### config.mk
export PLATFORM = sky130hd
export DESIGN_NAME = game_ctrl
export DESIGN_NICKNAME = d
export VERILOG_FILES = /design/src/rtl/game_ctrl.sv
export SDC_FILE = /design/constraint.sdc
export NUM_CORES = 1
export LEC_CHECK = 0
export BUFFER_PORTS_ARGS = -buffer_cell sky130_fd_sc_hd__buf_2
export CAP_MARGIN = 40
export CORE_MARGIN = 5
export CORE_UTILIZATION = 25
export DETAILED_ROUTE_END_ITERATION = 10
export PLACE_DENSITY_LB_ADDON = 0.05
export SLEW_MARGIN = 30
export SYNTH_ARGS = -nofsm -noshare
export SYNTH_HDL_FRONTEND = slang
export SYNTH_SLANG_ARGS = --single-unit
### constraint.sdc
create_clock -name clk -period 7.25 [get_ports clk]
set_clock_uncertainty 0.1 [all_clocks]
set_input_delay 1.0875 -clock clk [delete_from_list [all_inputs] [get_ports clk]]
set_output_delay 1.0875 -clock clk [all_outputs]
set_load 0.05 [all_outputs]
### src/rtl/game_ctrl.sv
// Breakout game sequencer: serve/play/pause flow, lives, level and saturating score.
// Every output is registered; ball_rst and paddle_en are decoded from the next state.
module game_ctrl #(
    parameter int unsigned LIVES        = 3,
    parameter int unsigned LEVELS       = 3,
    parameter int unsigned DELAY_CYCLES = 50_000_000,
    parameter int unsigned SCORE_MAX    = 9999
) (
    input  logic        clk,
    input  logic        rst,
    input  logic        start_btn,
    input  logic        ball_lose,
    input  logic        ball_win,
    input  logic        brick_hit,
    output logic        ball_rst,
    output logic        wall_reload,
    output logic        paddle_en,
    output logic [2:0]  lives,
    output logic [2:0]  level,
    output logic [13:0] score,
    output logic [2:0]  state
);

    localparam int unsigned TW = (DELAY_CYCLES > 1) ? $clog2(DELAY_CYCLES) : 1;

    typedef enum logic [2:0] {
        S_IDLE  = 3'd0,
        S_SERVE = 3'd1,
        S_PLAY  = 3'd2,
        S_MISS  = 3'd3,
        S_CLEAR = 3'd4,
        S_OVER  = 3'd5,
        S_DONE  = 3'd6
    } state_t;

    state_t        state_q, state_d;
    logic          start_q;
    logic [TW-1:0] timer_q, timer_d;
    logic [2:0]    lives_q, lives_d;
    logic [2:0]    level_q, level_d;
    logic [13:0]   score_q, score_d;
    logic          ball_rst_q, ball_rst_d;
    logic          wall_reload_q, wall_reload_d;
    logic          paddle_en_q, paddle_en_d;

    logic          start_edge;
    logic          timer_last;
    logic [14:0]   score_sum;

    always_comb begin
        start_edge    = start_btn & ~start_q;
        timer_last    = (timer_q == TW'(DELAY_CYCLES - 1));
        score_sum     = {1'b0, score_q} + {12'b0, level_q};

        state_d       = state_q;
        lives_d       = lives_q;
        level_d       = level_q;
        score_d       = score_q;
        wall_reload_d = 1'b0;

        case (state_q)
            S_IDLE, S_OVER, S_DONE: begin
                if (start_edge) begin
                    lives_d       = 3'(LIVES);
                    level_d       = 3'd1;
                    score_d       = '0;
                    wall_reload_d = 1'b1;
                    state_d       = S_SERVE;
                end
            end
            S_SERVE: begin
                if (start_edge) state_d = S_PLAY;
            end
            S_PLAY: begin
                // Hits are scored even on the cycle that leaves PLAY.
                if (brick_hit) begin
                    if (score_sum > 15'(SCORE_MAX)) score_d = 14'(SCORE_MAX);
                    else                            score_d = score_sum[13:0];
                end
                if (ball_win) begin
                    state_d = S_CLEAR;
                end else if (ball_lose) begin
                    if (lives_q != 3'd0) lives_d = lives_q - 3'd1;
                    state_d = S_MISS;
                end
            end
            S_MISS: begin
                if (timer_last) state_d = (lives_q == 3'd0) ? S_OVER : S_SERVE;
            end
            S_CLEAR: begin
                if (timer_last) begin
                    if (level_q == 3'(LEVELS)) begin
                        state_d = S_DONE;
                    end else begin
                        level_d       = level_q + 3'd1;
                        wall_reload_d = 1'b1;
                        state_d       = S_SERVE;
                    end
                end
            end
            default: state_d = S_IDLE;
        endcase

        if (state_d != state_q)
            timer_d = '0;
        else if (state_q == S_MISS || state_q == S_CLEAR)
            timer_d = timer_q + 1'b1;
        else
            timer_d = '0;

        ball_rst_d  = (state_d != S_PLAY);
        paddle_en_d = (state_d inside {S_SERVE, S_PLAY, S_MISS, S_CLEAR});
    end

    always_ff @(posedge clk) begin
        if (!rst) begin
            state_q       <= S_IDLE;
            start_q       <= 1'b0;
            timer_q       <= '0;
            lives_q       <= 3'(LIVES);
            level_q       <= 3'd1;
            score_q       <= '0;
            ball_rst_q    <= 1'b1;
            wall_reload_q <= 1'b0;
            paddle_en_q   <= 1'b0;
        end else begin
            state_q       <= state_d;
            start_q       <= start_btn;
            timer_q       <= timer_d;
            lives_q       <= lives_d;
            level_q       <= level_d;
            score_q       <= score_d;
            ball_rst_q    <= ball_rst_d;
            wall_reload_q <= wall_reload_d;
            paddle_en_q   <= paddle_en_d;
        end
    end

    assign ball_rst    = ball_rst_q;
    assign wall_reload = wall_reload_q;
    assign paddle_en   = paddle_en_q;
    assign lives       = lives_q;
    assign level       = level_q;
    assign score       = score_q;
    assign state       = state_q;

endmodule

==> summary.txt <==
Worst setup path
  – Reg-to-Reg End: score[10]
  – CP max FO: 17
  – WS Path Type: reg -> reg
  – Worst path required time: 7.33 ns
  – Worst r2r src: level[0]
  – CP peak stage delay: 0.67 ns
  – Delay-heaviest family, CP: compound AO/OA/AOI/OAI gates
  – Register-to-Register Path Depth: 10
  – WP buf/inv: 1
  – Critical Path, Cell by Cell: ha_1 -> inv_1 -> fa_1 -> nor2b_2 -> o21ai_1 -> nor4_1 -> o31ai_1 -> a211oi_4 -> nand2_1 -> o311a_1
  – Slowest CP cell: a211oi_4
  – WP data arrival: 3.38 ns
  – R2R setup slack: 3.95 ns
  – CP Launch Type: register
  – CP endpoint kind: register

Timing
  – Minimum clock period: 3.30 ns
  – Crit share post-route: 45.5%
  – Slew HR: 50.7%
  – Fmax: 303 MHz
  – RSZ-0062 raised after global routing: false
  – Slew at the pin closest to its max-slew limit: 0.737 ns
  – Final hold viol count: 0
  – Max-slew violation count: 0
  – Setup TNS: 0 ns
  – Finish-stage setup viols: 0

Clock network
  – Hold_buf cts: 0
  – Root Buffer: clkbuf_16
  – Clk buf depth: 2
  – Skew-Pair Late Insertion Delay: 0.31 ns
  – Postcts setup bufs: 0
  – Htree depth: 2
  – Post_cts resized: 0
  – CTS tree: yes
  – CTS Sinks: 53
  – TritonCTS Buffers: 5
  – Clock transition at path regs: 0.08 ns

Synthesis
  – Post-synthesis compound-gate area fraction: 15.9%
  – Mapped Nets: 369
  – FF+latch count, synth: 53
  – Simple-gate share of the synthesized area: 30.3%
  – Synth warnings: 0
  – Largest family of logic cells by synthesized area: simple AND/OR/NAND/NOR gates
  – Mapped Cells: 354
  – Syn avg cell area: 8.33 µm²
  – Adder-cell area share of the yosys netlist: 4.07%
  – Post-Synthesis Cell Area: 0.00295 mm²
  – Number of distinct library cells after synthesis: 59
  – Register area share after synthesis: 36.0%
  – Post-synth ARST share: 0%
  – Number of flops mapped to enable cells by yosys: 0
  – Post-synthesis mux area share: 0%
  – Post-synth top flop: dfxtp_1
  – XOR/XNOR Fraction of Synth Area: 8.91%

Status
  – Status: finished, final reports clean

Hold path
  – Hold Crit Depth: 1
  – Worst hold endpoint: timer_q[0]
  – Min-delay src: timer_q[0]
  – Worst hold-check path type: reg -> reg

Pwr
  – Total power draw: 619 µW
  – Power Dens Cells: 183 mW/mm²
  – Comb pwr share: 9.4%
  – Switching share of total power: 26.7%
  – Clock network power share: 42.0%
  – Sequential Power Share: 48.6%
  – Switch Pwr: 166 µW
  – Pint: 454 µW
  – Pleak: 0.00121 µW
  – Max VDD drop: 87.9 µV

Layout
  – Non-Filler Instances: 523
  – N_diodes: 0
  – Synth-to-layout area growth: 14.5%
  – Filler instances: 1244
  – # nets final: 394
  – Share of post-route cells with drive strength above 1: 14.5%

Routing
  – DR DRC count: 0
  – DRT Wirelength: 7760 µm
  – DR WL/cell: 14.8 µm
  – Initial DRT Pass Iterations: 4
  – DR iter-0 viols: 78
  – Final ANT Viol Nets: 0
  – Total vias in the final route: 2531
  – Vias per cell: 4.84

Floorplanning
  – Starting Density: 25.6%
  – Die Y-Extent: 119 µm
  – Row count: 39
  – Die footprint: 0.0141 mm²
  – Die width: 119 µm
  – Placeable Area: 0.0115 mm²
  – # IOs: 32

Run
  – Max-Cap Viols: 0

Global routing
  – Overall Global Routing Usage: 11.3%
  – Vias in the first global route: 2480
  – First-pass GRT wire length: 12800 µm
  – Grt ovf: 0
  – Initial antenna violation count: 0
  – Largest net degree at the start of global routing: 26

Placed design
  – Port bufs: 31
  – Placed cell count: 515
  – DPL Wire Length: 5610 µm
  – GPL Wtd Cong: 0.725
[cell usage in the layout (no fill, tap or decap), drive strengths merged, types with 2 or more instances in the layout]
| master | instances |
|---|---|
| and2 | 8 |
| buf | 33 |
| o31ai | 4 |
| o2111ai | 2 |
| a211oi | 3 |
| a21oi | 18 |
| nor4 | 3 |
| and4 | 2 |
| clkbuf | 6 |
| xnor2 | 13 |
| nor2b | 5 |
| o311a | 2 |
| ha | 8 |
| nand2b | 6 |
| a31oi | 6 |
| nand3b | 3 |
| o21ai | 9 |
| or3 | 2 |
| nor3 | 9 |
| a21o | 3 |
| nand2 | 25 |
| xor2 | 17 |
| o21a | 4 |
| nand4 | 12 |
| a311oi | 4 |
| nor3b | 4 |
| nor2 | 46 |
| or2 | 2 |
| inv | 15 |
| and3 | 12 |
| o211ai | 3 |
| dfxtp | 53 |
| nand3 | 24 |
[per-layer routing]
metal	routed length (µm)	share of wire, %	global-route usage [%]	up-vias
met1	3880	50	15.3	1175
met5	0	0	0	-
met4	60	0.77	3.62	0
li1	-	-	-	1311
met2	3530	46	17.3	41
met3	282	3.6	3.30	4
[worst max-delay path by stage]
stage,startpoint,to,slack (ns),depth (start not counted)
after floorplan,level[0],score[10],4.13,10
after global placement,level[0],score[9],3.73,10
after detailed placement,level[0],score[10],3.92,10
after CTS,level[0],score[10],3.91,10
after global routing,level[0],score[10],3.67,10
final,level[0],score[10],3.95,10
[stage by stage]
stage / hold slack (ns) / setup WS (ns) / util, % / instance area (µm²)
final: 0.383 / 3.95 / 29.3 / 3380
after global routing: 0.428 / 3.67 / 29.3 / 3380
after CTS: 0.390 / 3.91 / 29.3 / 3380
after detailed placement: 0.371 / 3.92 / 28.0 / 3220
after global placement: 0.361 / 3.73 / 27.9 / 3220
after floorplan: 0.338 / 4.13 / - / 2950
[area by class of cell]
class | instances | area, µm² | share of cell area (%)
Clock buffer | 6 | 139 | 4.11
Tap cell | 143 | 179 | 5.29
Inverter | 14 | 52.6 | 1.55
Multi-Input combinational cell | 272 | 1760 | 52.1
Timing Repair Buffer | 33 | 170 | 5.04
Clock inverter | 2 | 17.5 | 0.518
Sequential cell | 53 | 1060 | 31.4
[synthesized netlist by cell type (2+ instances only)]
master,count,area (µm²)
a211oi_1,2,15.0
a21o_1,2,15.0
a21oi_1,18,90.1
a311oi_1,4,35.0
a31oi_1,6,37.5
and2_1,8,50.1
and3_1,12,75.1
and4_1,2,17.5
buf_2,3,15.0
buf_6,3,33.8
clkbuf_1,6,22.5
clkbuf_2,2,10.0
dfxtp_1,53,1060
ha_1,8,100
inv_1,14,52.6
nand2_1,24,90.1
nand2b_1,6,37.5
nand3_1,23,115
nand3b_1,3,22.5
nand4_1,11,68.8
nor2_1,46,173
nor2b_1,4,25.0
nor3_1,9,45.0
nor3b_1,4,30.0
nor4_1,2,12.5
o2111ai_1,2,17.5
o211ai_1,3,22.5
o21a_1,4,30.0
o21ai_0,8,40.0
o311a_1,2,20.0
o31ai_2,3,37.5
or3_1,2,12.5
xnor2_1,13,114
xor2_1,17,149
[power by group through the flow]
stage          Sequential [µW]  Clock, µW  Combinational [µW]
4_1_cts                    301        277                59.4
2_1_floorplan              320          0                31.8
3_3_place_gp               307          0                59.4
3_5_place_dp               308          0                59.3
6_report                   301        260                58.2
5_1_grt                    302        291                63.3
[flip-flops by register name (all words and copies together), names as in the netlist]
signal	cells
start_q	1
lives	3
paddle_en	1
ball_rst	1
level	3
state	3
wall_reload	1
timer_q	26
score	14
[cells by family (layout without fill, tap and decap cells)]
| kind of cell | count (synthesis) | after routing |
|---|---|---|
| and+or+nand+nor | 168 | 168 |
| AOI/OAI and AO/OA | 65 | 65 |
| DFF | 53 | 53 |
| xor gates and xnor gates | 30 | 30 |
| buffers and inverters | 29 | 55 |
| adders and majority gates | 9 | 9 |
(Power assumes the default switching activity.)
